**config.mk**
```make
export PLATFORM = sky130hd
export DESIGN_NAME = matvec_tile_sched
export DESIGN_NICKNAME = d
export VERILOG_FILES = /design/src/rtl/matvec_tile_sched.sv
export SDC_FILE = /design/constraint.sdc
export NUM_CORES = 1
export LEC_CHECK = 0
export CAP_MARGIN = 20
export CORE_UTILIZATION = 50
export DETAILED_ROUTE_END_ITERATION = 8
export GPL_TIMING_DRIVEN = 0
export PLACE_DENSITY = 0.81
export SETUP_SLACK_MARGIN = 0.5
export SYNTH_ARGS = -nofsm -noshare
export SYNTH_HDL_FRONTEND = slang
export SYNTH_SLANG_ARGS = --single-unit
```
**constraint.sdc**
```tcl
create_clock -name clk -period 3.9 [get_ports clk]
set_input_delay 1.17 -clock clk [delete_from_list [all_inputs] [get_ports clk]]
set_output_delay 1.17 -clock clk [all_outputs]
set_load 0.03 [all_outputs]
```
**src/rtl/matvec_tile_sched.sv**
```systemverilog
// rtl/matvec_tile_sched.sv - tile scheduler driving a 4-lane matvec core and draining row-pair results
module matvec_tile_sched #(
  parameter int N         = 4,
  parameter int ACC_W     = 16,
  parameter int MEM_DEPTH = 256,
  parameter int TIMEOUT   = 1024,
  localparam int AW       = $clog2(MEM_DEPTH)
) (
  input  logic                    clk,
  input  logic                    rst,
  input  logic                    cmd_valid,
  output logic                    cmd_ready,
  input  logic [AW-1:0]           cmd_w_base,
  input  logic [AW-1:0]           cmd_x_base,
  input  logic                    abort,
  output logic                    core_start,
  input  logic                    core_busy,
  input  logic                    core_done,
  output logic [AW-1:0]           w_base_out,
  output logic [AW-1:0]           x_base_out,
  output logic [2:0]              acc_sel_tile,
  output logic                    clear_all,
  input  logic signed [ACC_W-1:0] acc_in_0,
  input  logic signed [ACC_W-1:0] acc_in_1,
  input  logic signed [ACC_W-1:0] acc_in_2,
  input  logic signed [ACC_W-1:0] acc_in_3,
  output logic                    res_valid,
  input  logic                    res_ready,
  output logic signed [ACC_W-1:0] res_data,
  output logic [3:0]              res_idx,
  output logic                    busy,
  output logic                    done,
  output logic                    err
);

  localparam int         WD_W   = $clog2(TIMEOUT + 1);
  localparam logic [2:0] LAST_T = 3'(N / 2 - 1);

  typedef enum logic [2:0] {
    S_IDLE, S_CLEAR, S_START, S_WAIT, S_DRAIN0, S_DRAIN1, S_FIN
  } state_t;

  state_t                   r_state;
  state_t                   w_state_nx;
  logic [2:0]               r_t;
  logic [WD_W-1:0]          r_wdog;
  logic [AW-1:0]            r_w_base_out;
  logic [AW-1:0]            r_x_base_out;
  logic signed [ACC_W-1:0]  r_res_data;
  logic signed [ACC_W-1:0]  r_y1;
  logic [3:0]               r_res_idx;
  logic                     r_cmd_ready;
  logic                     r_clear_all;
  logic                     r_res_valid;
  logic                     r_done;
  logic                     r_busy;
  logic                     r_err;

  logic w_abort;
  logic w_accept;
  logic w_capture;
  logic w_timeout;
  logic w_hs0;
  logic w_next_tile;

  // Pair sum at ACC_W+1 bits, clamped when the two top bits disagree.
  function automatic logic signed [ACC_W-1:0] sat_add(input logic signed [ACC_W-1:0] a,
                                                      input logic signed [ACC_W-1:0] b);
    logic signed [ACC_W:0] s;
    s = {a[ACC_W-1], a} + {b[ACC_W-1], b};
    if (s[ACC_W] != s[ACC_W-1])
      return s[ACC_W] ? {1'b1, {(ACC_W-1){1'b0}}} : {1'b0, {(ACC_W-1){1'b1}}};
    return s[ACC_W-1:0];
  endfunction

  assign w_abort     = abort && (r_state != S_IDLE);
  assign w_accept    = (r_state == S_IDLE) && cmd_valid;
  assign w_capture   = (r_state == S_WAIT) && core_done && !w_abort;
  assign w_timeout   = (r_state == S_WAIT) && !core_done && !w_abort &&
                       (r_wdog == WD_W'(TIMEOUT - 1));
  assign w_hs0       = (r_state == S_DRAIN0) && res_ready && !w_abort;
  assign w_next_tile = (r_state == S_DRAIN1) && res_ready && !w_abort && (r_t != LAST_T);

  always_comb begin
    w_state_nx = r_state;
    case (r_state)
      S_IDLE:   if (cmd_valid) w_state_nx = S_CLEAR;
      S_CLEAR:  w_state_nx = S_START;
      S_START:  if (!core_busy) w_state_nx = S_WAIT;
      S_WAIT: begin
        if (core_done) w_state_nx = S_DRAIN0;
        else if (r_wdog == WD_W'(TIMEOUT - 1)) w_state_nx = S_IDLE;
      end
      S_DRAIN0: if (res_ready) w_state_nx = S_DRAIN1;
      S_DRAIN1: if (res_ready) w_state_nx = (r_t == LAST_T) ? S_FIN : S_START;
      S_FIN:    w_state_nx = S_IDLE;
      default:  w_state_nx = S_IDLE;
    endcase
    if (w_abort) w_state_nx = S_IDLE;
  end

  always_ff @(posedge clk) begin
    if (rst) begin
      r_state      <= S_IDLE;
      r_t          <= '0;
      r_wdog       <= '0;
      r_w_base_out <= '0;
      r_x_base_out <= '0;
      r_res_data   <= '0;
      r_y1         <= '0;
      r_res_idx    <= '0;
      r_cmd_ready  <= 1'b1;
      r_clear_all  <= 1'b0;
      r_res_valid  <= 1'b0;
      r_done       <= 1'b0;
      r_busy       <= 1'b0;
      r_err        <= 1'b0;
    end else begin
      r_state     <= w_state_nx;
      r_cmd_ready <= (w_state_nx == S_IDLE);
      r_clear_all <= (w_state_nx == S_CLEAR);
      r_res_valid <= (w_state_nx == S_DRAIN0) || (w_state_nx == S_DRAIN1);
      r_done      <= (w_state_nx == S_FIN);
      r_busy      <= (w_state_nx != S_IDLE);
      r_wdog      <= (r_state == S_WAIT) ? r_wdog + 1'b1 : '0;
      if (w_accept) begin
        r_w_base_out <= cmd_w_base;
        r_x_base_out <= cmd_x_base;
        r_t          <= '0;
        r_err        <= 1'b0;
      end
      if (w_timeout) r_err <= 1'b1;
      // Odd-row result is parked until the even one has been taken.
      if (w_capture) begin
        r_res_data <= sat_add(acc_in_0, acc_in_1);
        r_y1       <= sat_add(acc_in_2, acc_in_3);
        r_res_idx  <= {r_t, 1'b0};
      end
      if (w_hs0) begin
        r_res_data <= r_y1;
        r_res_idx  <= {r_t, 1'b1};
      end
      if (w_next_tile) begin
        r_t          <= r_t + 1'b1;
        r_w_base_out <= r_w_base_out + AW'(N);
      end
    end
  end

  assign core_start   = (r_state == S_START) && !core_busy && !abort && !rst;
  assign cmd_ready    = r_cmd_ready;
  assign clear_all    = r_clear_all;
  assign res_valid    = r_res_valid;
  assign done         = r_done;
  assign busy         = r_busy;
  assign err          = r_err;
  assign w_base_out   = r_w_base_out;
  assign x_base_out   = r_x_base_out;
  assign acc_sel_tile = r_t;
  assign res_data     = r_res_data;
  assign res_idx      = r_res_idx;

endmodule

```
; ---- Yosys cells after proc, flatten, opt, wreduce, memory -nomap -nowiden
; Cells that the tools add are included.
[totals]
output_inout_bits = 46
ff_bits = 75
elab_cells = 94
[op_classes]
muxes = 31
eq_ne = 14
n_reduce_logical = 29
addsub = 5
bitwise = 1
[op_table]
columns = operator, count
row1 = 16-bit two-way mux, 8
row2 = 16-bit by 16-bit adder with 17-bit output, 2
row3 = 3-bit two-way mux, 10
row4 = 3-bit one-hot mux with 6 select lines, 1
row5 = 8-bit two-way mux, 2
row6 = 3-bit == test (second input constant), 5
row7 = 1-bit logical AND, 15
row8 = 11-bit by 1-bit adder with 11-bit output (second input constant), 1
row9 = 11-bit by 10-bit == test with 1-bit output (second input constant), 1
row10 = 3-bit by 1-bit == test with 1-bit output (second input constant), 3
row11 = 8-bit by 3-bit adder with 8-bit output (second input constant), 1
row12 = 1-bit two-way mux, 8
row13 = 4-bit two-way mux, 2
row14 = 3-bit by 2-bit == test with 1-bit output (second input constant), 2
row15 = 3-bit zero test, 2
row16 = 2-bit nonzero test, 3
row17 = 3-bit nonzero test, 2
row18 = 1-bit zero test, 5
row19 = 3-bit by 1-bit adder with 3-bit output (second input constant), 1
row20 = 3-bit by 1-bit inequality test with 1-bit output (second input constant), 1
row21 = 1-bit inequality test, 2
row22 = 2-bit OR reduction, 1
row23 = 1-bit logical OR, 1
row24 = 1-bit inverter, 1

; ---- Depth between registers and ports, before layout
[depth]
depth_word = 9
ltp_mapped = 12
depth_no_buf = 11

; ---- Worst setup path before layout
; OpenSTA, ideal clock, no wires.
[synth_timing]
path_type = input-to-reg
from = input port acc_in_0[0]
to = register r_res_data[10], in the netlist res_data[10]
setup_ps = 104
n_path_buf = 1
slack_ps = 483
cell_stages = 12
arrival_time_ps = 3313
path_cell_list = ha_1 -> inv_1 -> fa_1 -> nand2b_1 -> a21oi_2 -> o21ai_1 -> a21oi_2 -> o2111ai_2 -> a211oi_2 -> nor2_2 -> buf_6 -> a2111oi_2
[synth_via]
elab_chain_cells = 8
word_cells_on_any_way = 10
cone_classes = add/sub (1) / eq/ne (1) / mux (8)
[synth_rtl]
columns = element, line_no
row1 = from (decl), 23  ; input logic signed [ACC_W-1:0] acc_in_0,
row2 = 16-bit by 16-bit adder with 17-bit output (*), 70  ; s = {a[ACC_W-1], a} + {b[ACC_W-1], b};
row3 = 1-bit inequality test, 71  ; if (s[ACC_W] != s[ACC_W-1])
row4 = 1-bit two-way mux, 71
row5 = 1-bit two-way mux, 134  ; if (w_capture) begin
row6 = 1-bit two-way mux, 103  ; if (rst) begin
row7 = 16-bit two-way mux (*), 73  ; return s[ACC_W-1:0];
row8 = 16-bit two-way mux (*), 134
row9 = 16-bit two-way mux (*), 139  ; if (w_hs0) begin
row10 = to (signal assigned), 135  ; r_res_data <= sat_add(acc_in_0, acc_in_1);
row11 = to (signal assigned), 140  ; r_res_data <= r_y1;
row12 = to (decl), 49  ; logic signed [ACC_W-1:0] r_res_data;
; Mark *: on every way between the ends. The rest lies on a longest branch, timed or not. The select of a mux whose other input is x is not followed.
; A chain may end at the register's enable or synchronous reset.

; ---- Worst setup path in the final report
[layout_timing]
from = input port acc_in_0[6]
to = register r_res_data[14], in the netlist res_data[14]
; The elaborated chain is that of the path after synthesis.

==> load_flow_metrics.sql <==
INSERT INTO impl_metrics (metric_group, metric, value, unit) VALUES
('outcome', 'run_status', 'complete, no violations', ''),
('logic_synthesis', 'syn_avg_cell_area', '7.99', 'sq um'),
('clock_tree', 'cts_tree', 'done', ''),
('placed_design', 'detailed_place.area', '0.00650', 'sq mm'),
('drt', 'vias', '5449', ''),
('grt', 'via_count_of_the_first_global_routing_pass', '4917', ''),
('clock_tree', 'clkSlewWorstSetupHoldPaths', '0.07', 'ns'),
('flow_run', 'number_of_max_cap_violations', '0', ''),
('drt', 'drc_errors', '0', ''),
('hold_path', 'worst_hold_path_type', 'reg -> reg', ''),
('layout', 'final_cell_mix', '114 x sky130_fd_sc_hd__clkdlybuf4s50_1, 75 x sky130_fd_sc_hd__dfxtp_1, 70 x sky130_fd_sc_hd__nor2_1, 57 x sky130_fd_sc_hd__nand2_1, 49 x sky130_fd_sc_hd__a21oi_1', ''),
('sta', 'final.min_clock_period', '3.43', 'ns'),
('logic_synthesis', 'post_synth_num_cell_types', '70', ''),
('grt', 'globalRouteOverflowTotal', '0', ''),
('layout', 'fin_cells', '932', ''),
('logic_synthesis', 'yosys_most_used_dff', 'sky130_fd_sc_hd__dfxtp_1', ''),
('logic_synthesis', 'netlist_top_cells_area', 'sky130_fd_sc_hd__dfxtp_1 30%, sky130_fd_sc_hd__ha_1 9.0%, sky130_fd_sc_hd__nor2_1 5.2%', ''),
('clock_tree', 'cts.path.max_buffers', '2', ''),
('floorplan', 'boundaryPins', '133', ''),
('clock_tree', 'clock_sink_count', '75', ''),
('sta', 'worst_hold_slack', '0.462', 'ns'),
('logic_synthesis', 'mappedNetlistNets', '754', ''),
('logic_synthesis', 'yosys.area.top_type', 'sky130_fd_sc_hd__dfxtp_1', ''),
('logic_synthesis', 'synth_cells', '629', ''),
('layout', 'final_core_utilization', '0.751', ''),
('power_and_ir_drop', 'power.net_switching', '0.000742', 'W'),
('worst_setup_path', 'worst_setup_path_start_kind', 'input port', ''),
('worst_setup_path', 'end_kind', 'flop', ''),
('drt', 'antenna_violating_nets_left', '0', ''),
('floorplan', 'dieWidth', '102', 'microns'),
('grt', 'grt_start_max_net_pins', '13', ''),
('sta', 'finalHoldViolations', '0', ''),
('floorplan', 'floorplan.die_area', '0.0105', 'sq mm'),
('grt', 'antenna_violations_before_repair', '0', ''),
('floorplan', 'fp-row-count', '36', ''),
('logic_synthesis', 'synthesis.yosys.warnings', '0', ''),
('layout', 'final_common_cell', 'sky130_fd_sc_hd__clkdlybuf4s50_1', ''),
('layout', 'fillers', '705', ''),
('sta', 'rsz0062_at_grt', 'yes', ''),
('drt', 'routed_wire_length_per_instance', '16.3', 'microns'),
('clock_tree', 'clock_tree.htree_level_count', '3', ''),
('sta', 'layout_worst_path_cycle_share', '0.879', ''),
('layout', 'layout-drive-gt1-share', '0.169', ''),
('worst_setup_path', 'worst-path-max-fanout', '3', ''),
('power_and_ir_drop', 'power.share.sequential', '0.339', ''),
('placed_design', 'gpl.final_weighted_congestion', '0.885', ''),
('drt', 'routed_wl', '15200', 'microns'),
('power_and_ir_drop', 'netSwitchingFraction', '0.310', ''),
('sta', 'final_max_slew_viol_count', '0', ''),
('logic_synthesis', 'synth_seq_area_share', '0.299', ''),
('layout', 'finalInstanceArea', '0.00734', 'sq mm'),
('logic_synthesis', 'mappedNetlistArea', '0.00503', 'sq mm'),
('grt', 'grtUsageTotal', '0.272', ''),
('sta', 'finClkSkew', '0.0134', 'ns'),
('layout', 'syn2layout_area_growth', '46.1', '%'),
('drt', 'drt_pre_antenna_iters', '5', ''),
('drt', 'post_drt_via_cell_ratio', '5.85', ''),
('grt', 'first_pass_grt_wire_length', '22600', 'microns'),
('sta', 'finalSetupViolations', '0', ''),
('layout', 'nets', '919', ''),
('clock_tree', 'hold_buffers', '0', ''),
('power_and_ir_drop', 'clock_power_share', '0.317', ''),
('power_and_ir_drop', 'share_comb_of_total_power', '0.344', ''),
('placed_design', 'place.detailed.instances', '892', ''),
('sta', 'worst_slew_pin_slew', '0.841', 'ns'),
('logic_synthesis', 'asyncSetResetFlopFracSynth', '0', ''),
('worst_setup_path', 'ff_to_ff_path_depth', '7', ''),
('worst_setup_path', 'crit_path_class', 'in -> reg', ''),
('placed_design', 'placement.io_buffers', '130', ''),
('worst_setup_path', 'cp.arrival', '3.61', 'ns'),
('floorplan', 'initial_utilization', '0.514', '');
state kept, by name, indices dropped and copies added, names as in the netlist:
| register | flops |
|---|---|
| acc_sel_tile | 3 |
| busy | 1 |
| clear_all | 1 |
| cmd_ready | 1 |
| done | 1 |
| err | 1 |
| r_state | 3 |
| r_wdog | 11 |
| r_y1 | 16 |
| res_data | 16 |
| res_idx | 4 |
| res_valid | 1 |
| w_base_out | 8 |
| x_base_out | 8 |
layer usage:
metal  track usage  vias up  share of wire
met1         0.338     2544           0.40
met3        0.0308       55          0.062
met2         0.481      250           0.50
met4         0.103        0          0.033
met5             0        -              0
li1              -     2600              -
through the flow:
step / setup slack, ns / power [W]
after global routing: 0.418 / 0.00250
after detailed placement: -0.319 / 0.00151
after global placement: -0.210 / 0.00149
after CTS: 0.477 / 0.00230
final: 0.472 / 0.00239
after floorplan: 0.512 / 0.00127
kinds of logic (layout without fill, tap and decap cells):
family / after synthesis / in the layout / share of synthesized area
compound gates: 183 / 183 / 0.262
fa+ha+maj: 42 / 42 / 0.106
simple gates: 239 / 239 / 0.228
buf+inv: 59 / 229 / 0.0503
mux: 5 / 5 / 0.0102
flops: 75 / 75 / 0.299
xor+xnor: 26 / 26 / 0.0453
timing repair:
| item | CTS | global route |
|---|---|---|
| gates cloned | 1 | 2 |
| gates resized for setup | 58 | 60 |
| buffers inserted | 15 | 6 |
| pin swaps | 30 | 25 |
| setup endpoints to repair | 32 | 30 |
worst max-delay path, cell delays in order:
cell and delay [ns]:
sky130_fd_sc_hd__clkdlybuf4s50_1 0.41, sky130_fd_sc_hd__ha_1 0.35, sky130_fd_sc_hd__o21ai_0 0.48, sky130_fd_sc_hd__a211oi_2 0.15, sky130_fd_sc_hd__o31ai_2 0.44, sky130_fd_sc_hd__buf_4 0.19, sky130_fd_sc_hd__nor3_1 0.05, sky130_fd_sc_hd__o21ai_1 0.25
sky130_fd_sc_hd__a221oi_1 0.12
synth_stat cells, types with 13 or more instances:
cell type                  count
sky130_fd_sc_hd__nor2_1       70
sky130_fd_sc_hd__a21o_1       13
sky130_fd_sc_hd__clkbuf_1     22
sky130_fd_sc_hd__a211oi_1     16
sky130_fd_sc_hd__nand2_1      58
sky130_fd_sc_hd__o21ai_0      35
sky130_fd_sc_hd__nand3_1      19
sky130_fd_sc_hd__ha_1         36
sky130_fd_sc_hd__nor3_1       32
sky130_fd_sc_hd__inv_1        23
sky130_fd_sc_hd__dfxtp_1      75
sky130_fd_sc_hd__a21oi_1      49
sky130_fd_sc_hd__xnor2_1      17
cell type report:
cell class | instances | area [sq um] | area share
sequential | 75 | 1500 | 0.204
inverter | 24 | 90.1 | 0.0123
clock inverter | 4 | 95.1 | 0.0129
multi-input combinational | 495 | 3650 | 0.497
timing repair buffer | 154 | 1480 | 0.202
clock buffer | 12 | 165 | 0.0225
buffer | 35 | 191 | 0.0261
tap | 133 | 166 | 0.0227
power by group through the flow:
| stage | Sequential [W] | Combinational (W) | Clock (W) |
|---|---|---|---|
| final | 0.000810 | 0.000823 | 0.000759 |
| after global placement | 0.000825 | 0.000665 | 0 |
| after floorplan | 0.000870 | 0.000402 | 0 |
| after detailed placement | 0.000827 | 0.000679 | 0 |
| after global routing | 0.000813 | 0.000883 | 0.000799 |
| after CTS | 0.000810 | 0.000736 | 0.000758 |
final timing paths:
path / from / end / slack (ns)
worst min register to register: x_base_out[5]$_SDFFE_PP0P_ / x_base_out[5]$_SDFFE_PP0P_ / 0.46
worst max-delay path: acc_in_0[6] / res_data[14]$_SDFFE_PP0P_ / 0.47
worst max register to register: r_state[0]$_SDFF_PP0_ / res_data[4]$_SDFFE_PP0P_ / 1.33
worst min-delay path: x_base_out[5]$_SDFFE_PP0P_ / x_base_out[5]$_SDFFE_PP0P_ / 0.46
Note: power is estimated with default switching activity, not from simulation.
